[config.mk]
export PLATFORM = sky130hd
export DESIGN_NAME = player_ctrl
export DESIGN_NICKNAME = d
export VERILOG_FILES = /design/src/rtl/player_ctrl_pkg.sv /design/src/rtl/player_ctrl_bullet_slot.sv /design/src/rtl/player_ctrl.sv
export SDC_FILE = /design/constraint.sdc
export NUM_CORES = 1
export LEC_CHECK = 0
export BUFFER_PORTS_ARGS = -buffer_cell sky130_fd_sc_hd__buf_2
export CORE_MARGIN = 5
export CORE_UTILIZATION = 57
export DETAILED_ROUTE_END_ITERATION = 10
export PLACE_DENSITY = 0.92
export SLEW_MARGIN = 20
export SYNTH_ARGS = -nofsm -noshare
export SYNTH_HDL_FRONTEND = slang
export SYNTH_HIERARCHICAL = 1
export SYNTH_SLANG_ARGS = --single-unit
[constraint.sdc]
create_clock -name clk -period 2.32 [get_ports clk]
set_input_delay 0.348 -clock clk [delete_from_list [all_inputs] [get_ports clk]]
set_output_delay 0.348 -clock clk [all_outputs]
set_load 0.005 [all_outputs]
[src/rtl/player_ctrl_pkg.sv]
// Shared constants, shoot FSM encoding and the saturating axis-step helper
// used by the player controller.
package player_ctrl_pkg;

  localparam int DIR_UP    = 3;
  localparam int DIR_DOWN  = 2;
  localparam int DIR_LEFT  = 1;
  localparam int DIR_RIGHT = 0;

  localparam int SCREEN_W_DEF = 640;
  localparam int SCREEN_H_DEF = 480;
  localparam int PLAYER_W_DEF = 32;
  localparam int PLAYER_H_DEF = 32;

  typedef enum logic {
    ST_READY   = 1'b0,
    ST_COOLING = 1'b1
  } shoot_state_e;

  // Move one axis by step, clamped to [0, max_pos]; opposing keys cancel.
  function automatic logic [9:0] step_axis(input logic [9:0] pos, input logic dec,
                                           input logic inc, input logic [9:0] step,
                                           input logic [9:0] max_pos);
    logic [10:0] sum;
    sum = {1'b0, pos} + {1'b0, step};
    if (dec && !inc) begin
      step_axis = (pos < step) ? 10'd0 : pos - step;
    end else if (inc && !dec) begin
      step_axis = (sum > {1'b0, max_pos}) ? max_pos : sum[9:0];
    end else begin
      step_axis = pos;
    end
  endfunction

endpackage

[src/rtl/player_ctrl_bullet_slot.sv]
// One bullet slot: load beats kill, kill beats the per-frame advance/retire.
module bullet_slot
  import player_ctrl_pkg::*;
#(
  parameter int BULLET_STEP = 8
) (
  input  logic       clk_i,
  input  logic       rst_i,
  input  logic       load_i,
  input  logic [9:0] x_i,
  input  logic [9:0] y_i,
  input  logic       kill_i,
  input  logic       adv_i,
  output logic       valid_o,
  output logic [9:0] x_o,
  output logic [9:0] y_o
);

  logic       valid_q, valid_d;
  logic [9:0] x_q, x_d, y_q, y_d;

  always_comb begin
    valid_d = valid_q;
    x_d     = x_q;
    y_d     = y_q;
    if (load_i) begin
      valid_d = 1'b1;
      x_d     = x_i;
      y_d     = y_i;
    end else if (kill_i) begin
      valid_d = 1'b0;
    end else if (adv_i && valid_q) begin
      if (y_q < 10'(BULLET_STEP)) begin
        valid_d = 1'b0;
      end else begin
        y_d = y_q - 10'(BULLET_STEP);
      end
    end else begin
      valid_d = valid_q;
    end
  end

  always_ff @(posedge clk_i or posedge rst_i) begin
    if (rst_i) begin
      valid_q <= 1'b0;
      x_q     <= 10'd0;
      y_q     <= 10'd0;
    end else begin
      valid_q <= valid_d;
      x_q     <= x_d;
      y_q     <= y_d;
    end
  end

  assign valid_o = valid_q;
  assign x_o     = x_q;
  assign y_o     = y_q;

endmodule

[src/rtl/player_ctrl.sv]
// Player movement, shoot cooldown FSM and lowest-free bullet allocation,
// all advancing on frame_tick.
module player_ctrl
  import player_ctrl_pkg::*;
#(
  parameter int SCREEN_W    = SCREEN_W_DEF,
  parameter int SCREEN_H    = SCREEN_H_DEF,
  parameter int PLAYER_W    = PLAYER_W_DEF,
  parameter int PLAYER_H    = PLAYER_H_DEF,
  parameter int STEP        = 4,
  parameter int BULLET_STEP = 8,
  parameter int NUM_BULLETS = 4,
  parameter int COOLDOWN    = 8,
  parameter int X_INIT      = 304,
  parameter int Y_INIT      = 440
) (
  input  logic                      clk,
  input  logic                      rst,
  input  logic                      frame_tick,
  input  logic [3:0]                nums,
  input  logic                      shoot,
  input  logic [NUM_BULLETS-1:0]    bullet_kill,
  output logic [9:0]                player_x,
  output logic [9:0]                player_y,
  output logic [NUM_BULLETS-1:0]    bullet_valid,
  output logic [10*NUM_BULLETS-1:0] bullet_x,
  output logic [10*NUM_BULLETS-1:0] bullet_y,
  output logic                      fire_pulse
);

  localparam logic [9:0] MAX_X = 10'(SCREEN_W - PLAYER_W);
  localparam logic [9:0] MAX_Y = 10'(SCREEN_H - PLAYER_H);

  shoot_state_e           state_q;
  logic [7:0]             cd_q;
  logic                   fire_q;
  logic [9:0]             px_q, px_d, py_q, py_d;
  logic [NUM_BULLETS-1:0] valid_s, alloc_s, load_s;
  logic                   fire_s;

  // Lowest-index free slot, judged on the pre-tick valid vector only.
  always_comb begin
    alloc_s = '0;
    for (int i = 0; i < NUM_BULLETS; i++) begin
      if (!valid_s[i] && (alloc_s == '0)) begin
        alloc_s[i] = 1'b1;
      end else begin
        alloc_s[i] = alloc_s[i];
      end
    end
    fire_s = frame_tick && (state_q == ST_READY) && shoot && (alloc_s != '0);
    load_s = fire_s ? alloc_s : '0;
  end

  always_comb begin
    if (frame_tick) begin
      px_d = step_axis(px_q, nums[DIR_LEFT], nums[DIR_RIGHT], 10'(STEP), MAX_X);
      py_d = step_axis(py_q, nums[DIR_UP], nums[DIR_DOWN], 10'(STEP), MAX_Y);
    end else begin
      px_d = px_q;
      py_d = py_q;
    end
  end

  always_ff @(posedge clk or posedge rst) begin
    if (rst) begin
      state_q <= ST_READY;
      cd_q    <= 8'd0;
      fire_q  <= 1'b0;
      px_q    <= 10'(X_INIT);
      py_q    <= 10'(Y_INIT);
    end else begin
      fire_q <= fire_s;
      px_q   <= px_d;
      py_q   <= py_d;
      if (frame_tick) begin
        case (state_q)
          ST_READY: begin
            if (fire_s) begin
              state_q <= ST_COOLING;
              cd_q    <= 8'(COOLDOWN - 1);
            end
          end
          ST_COOLING: begin
            if (cd_q == 8'd0) begin
              state_q <= ST_READY;
            end else begin
              cd_q <= cd_q - 8'd1;
            end
          end
          default: state_q <= ST_READY;
        endcase
      end
    end
  end

  // New bullets launch from the pre-move sprite centre column.
  for (genvar g = 0; g < NUM_BULLETS; g++) begin : g_slot
    bullet_slot #(.BULLET_STEP(BULLET_STEP)) u_slot (
      .clk_i   (clk),
      .rst_i   (rst),
      .load_i  (load_s[g]),
      .x_i     (px_q + 10'(PLAYER_W / 2 - 1)),
      .y_i     (py_q),
      .kill_i  (bullet_kill[g]),
      .adv_i   (frame_tick),
      .valid_o (valid_s[g]),
      .x_o     (bullet_x[10*g +: 10]),
      .y_o     (bullet_y[10*g +: 10])
    );
  end

  assign bullet_valid = valid_s;
  assign player_x     = px_q;
  assign player_y     = py_q;
  assign fire_pulse   = fire_q;

endmodule

==> flow_summary.yaml <==
run_status:
  status: "completed"
clock_tree:
  clk_pin_slew_ns: 0.08
  cts_root_buffer: "clkbuf_16"
  cts_resized: 0
  clk_latency_ns: 0.35
  ctsHtreeMaxLevel: 3
  cts_sinks: 110
  postCtsHoldBufs: 0
  cts_setup_buffers: 0
  cts_buffers: 9
  clk_path_buf_depth: 2
  cts_tree: "yes"
placement:
  dpl.hpwl_um: 12800
  gp_congestion: 0.983
  port_buffers: 112
  dp_slack_ns: 0.244
setup_path:
  crit_path_end_kind: "register"
  crit_family: "simple AND/OR/NAND/NOR gates"
  crit_top_cell: "nand2_1"
  cpPeakStageDelay_ns: 0.45
  critical_path_class: "register to register"
  cp_cell_sequence: "inv_1 > ha_1 > nor4b_1 > nand2_1 > nand2_1 > o21ai_0 > a221o_1"
  critical_path_peak_fanout: 7
  crit_buf_inv: 1
  crit_slowest_cell: "dfrtp_1"
  ff2ff_setup_slack_ns: 0.18
  crit_required_ns: 2.55
  cp.arrival_ns: 2.37
  cp-start-kind: "register"
synthesis:
  yosys.area.top_type: "dfrtp_1"
  ys_async_sr_fraction: 1.00
  yosysTopAreaCellShare: 0.398
  synth_edf_count: 0
  syn_avg_cell_area_sq_um: 10.1
  synth_warnings: 6
  yosys-top-cells-area: "dfrtp_1, mux2_2, dfstp_2, ha_1, nor2_1"
  yosysSeqAreaShare: 0.431
  synth_cell_types: 69
  ys.flop_type: "dfrtp_1"
  synth.cell_area_sq_um: 6410
  syn-instance-count: 636
  ys_ff_latch: 110
grt:
  grt_first_pass_wirelength_um: 28400
  grt_usage: 0.264
  grt_max_degree: 27
  grt_pass1_vias: 5618
  antenna_found_initial: 0
  overflow: 0
timing:
  finalHoldViolations: 0
  relSlewSlack: 0.418
  skew_ns: 0.00940
  clock.fmax_mhz: 468
  rsz0062_at_grt: "no"
  fin_crit_ns: 2.14
  final.setup.worst_slack_ns: 0.182
  fin_setup_tns_ns: 0
  period_share: 0.922
  worst_pin_slew_ns: 0.871
  whs_ns: 0.0801
  setup_viol: 0
  slew_viol_final: 0
hold_path:
  min_path_type: "primary input to asynchronous set/reset pin"
floorplan:
  pin_count: 117
  die_w_um: 116
  start_util: 0.586
  die_h_um: 116
  die-area_sq_um: 13500
  core-area_sq_um: 10900
  placementRows: 38
route:
  routedWlPerCell_um: 19.0
  dr.pass1.iters: 5
  viasPerCell: 6.31
  drt_wl_total_um: 17400
  vias: 5760
  antenna_left: 0
  drc: 0
  drt-initial-drc-count: 697
cells_and_area:
  layout-drive-gt1-share: 0.301
  antenna_cells: 0
  area_growth_pct: 16.7
  fin_nets: 794
power_and_ir_drop:
  fin_total_pwr_w: 0.00788
  power.density_nw_per_um2: 1050
  peakVddDrop_mv: 0.480
  p_leak_nw: 3.48
run:
  drv_cap: 0
[layout by cell type, fill, tap and decap left out, types with 17 or more instances in the layout]
cell	n
buf_2	112
inv_1	42
buf_4	26
mux2_2	53
a31oi_1	17
nor2_1	45
nor3_1	24
o21ai_0	34
a21oi_1	21
conb_1	20
nand2_1	30
dfrtp_1	102
[sequential cells by signal (all words and copies together), names as in the netlist]
register	flops
cd_q	8
player_x	8
fire_pulse	1
g_slot.u_slot/y_o	40
g_slot.u_slot/valid_o	4
player_y	8
g_slot.u_slot/x_o	40
state_q	1
[layer usage]
metal / global-route usage / vias up / wire length (um) / part of all wire
li1: - / 2622 / - / -
met1: 0.359 / 2765 / 7080 / 0.41
met5: 0 / - / 0 / 0
met3: 0.0574 / 34 / 1760 / 0.10
met4: 0.0967 / 0 / 346 / 0.020
met2: 0.418 / 339 / 8200 / 0.47
[path summary, 6_finish.rpt]
kind | from | endpoint | depth (start not counted)
min reg2reg | g_slot[3].u_slot/x_o[9]$_DFFE_PP0P_ | g_slot[3].u_slot/x_o[9]$_DFFE_PP0P_ | 1
max in group asynchronous | rst | g_slot[2].u_slot/y_o[9]$_DFFE_PP0P_ | 2
min | rst | g_slot[0].u_slot/x_o[7]$_DFFE_PP0P_ | 3
min in group clk | bullet_kill[0] | g_slot[0].u_slot/valid_o$_DFFE_PP0P_ | 3
max reg2reg | player_x[2]$_DFFE_PP0P_ | player_x[7]$_DFFE_PP0P_ | 7
max | player_x[2]$_DFFE_PP0P_ | player_x[7]$_DFFE_PP0P_ | 7
[logic make-up after synthesis]
family	synth area share
AOI/OAI and AO/OA	0.190
xor gates and xnor gates	0.0178
adders and majority gates	0.0273
buffers and inverters	0.0671
DFF	0.431
muxes	0.0962
other	0.00117
and+or+nand+nor	0.170
[area by class of cell]
| type | count | area [sq um] |
|---|---|---|
| fillers | 823 | 3450 |
| clock inverters | 7 | 70.1 |
| flip-flops and latches | 110 | 2760 |
| well taps | 140 | 175 |
| repair buffers | 139 | 776 |
| clock buffers | 9 | 225 |
| inverters | 46 | 173 |
| multi-input cells | 462 | 3300 |
[power by group]
part           internal (W)  total, W  switching (W)
combinational       0.00140   0.00310        0.00170
clock              0.000768   0.00154       0.000775
sequential          0.00247   0.00324       0.000765
[worst register-to-register path, stage by stage (launching register included)]
cell	delay, ns
dfrtp_1	0.45
inv_1	0.21
ha_1	0.26
nor4b_1	0.35
nand2_1	0.08
nand2_1	0.21
o21ai_0	0.14
a221o_1	0.33
[cell usage after synthesis, types with 6 or more instances]
cell and number:
a311o_1 8, dfstp_2 8, ha_1 14, nor3_1 25
o211ai_1 8, nand3b_1 7, a31oi_1 17, nand3_1 14
nor4_1 10, mux2_2 53, inv_1 42, nor2_1 46
o41ai_1 9, nand2b_1 6, or4_1 8, o21ai_0 34
nand2_1 30, dfrtp_1 102, a2bb2oi_1 10, clkbuf_8 7
xor2_1 8, a21oi_1 21, nand4b_1 6, buf_1 6
nor2b_1 9, clkbuf_1 9, and2_1 7, and3_1 7
[stage by stage]
stage	instances	utilization	area, sq um
finish	913	0.684	7480
global route	913	0.684	7480
detailed placement	897	0.657	7190
floorplan	654	-	6480
global placement	897	0.657	7190
CTS	913	0.684	7480
Note: power is estimated with default switching activity, not from simulation.
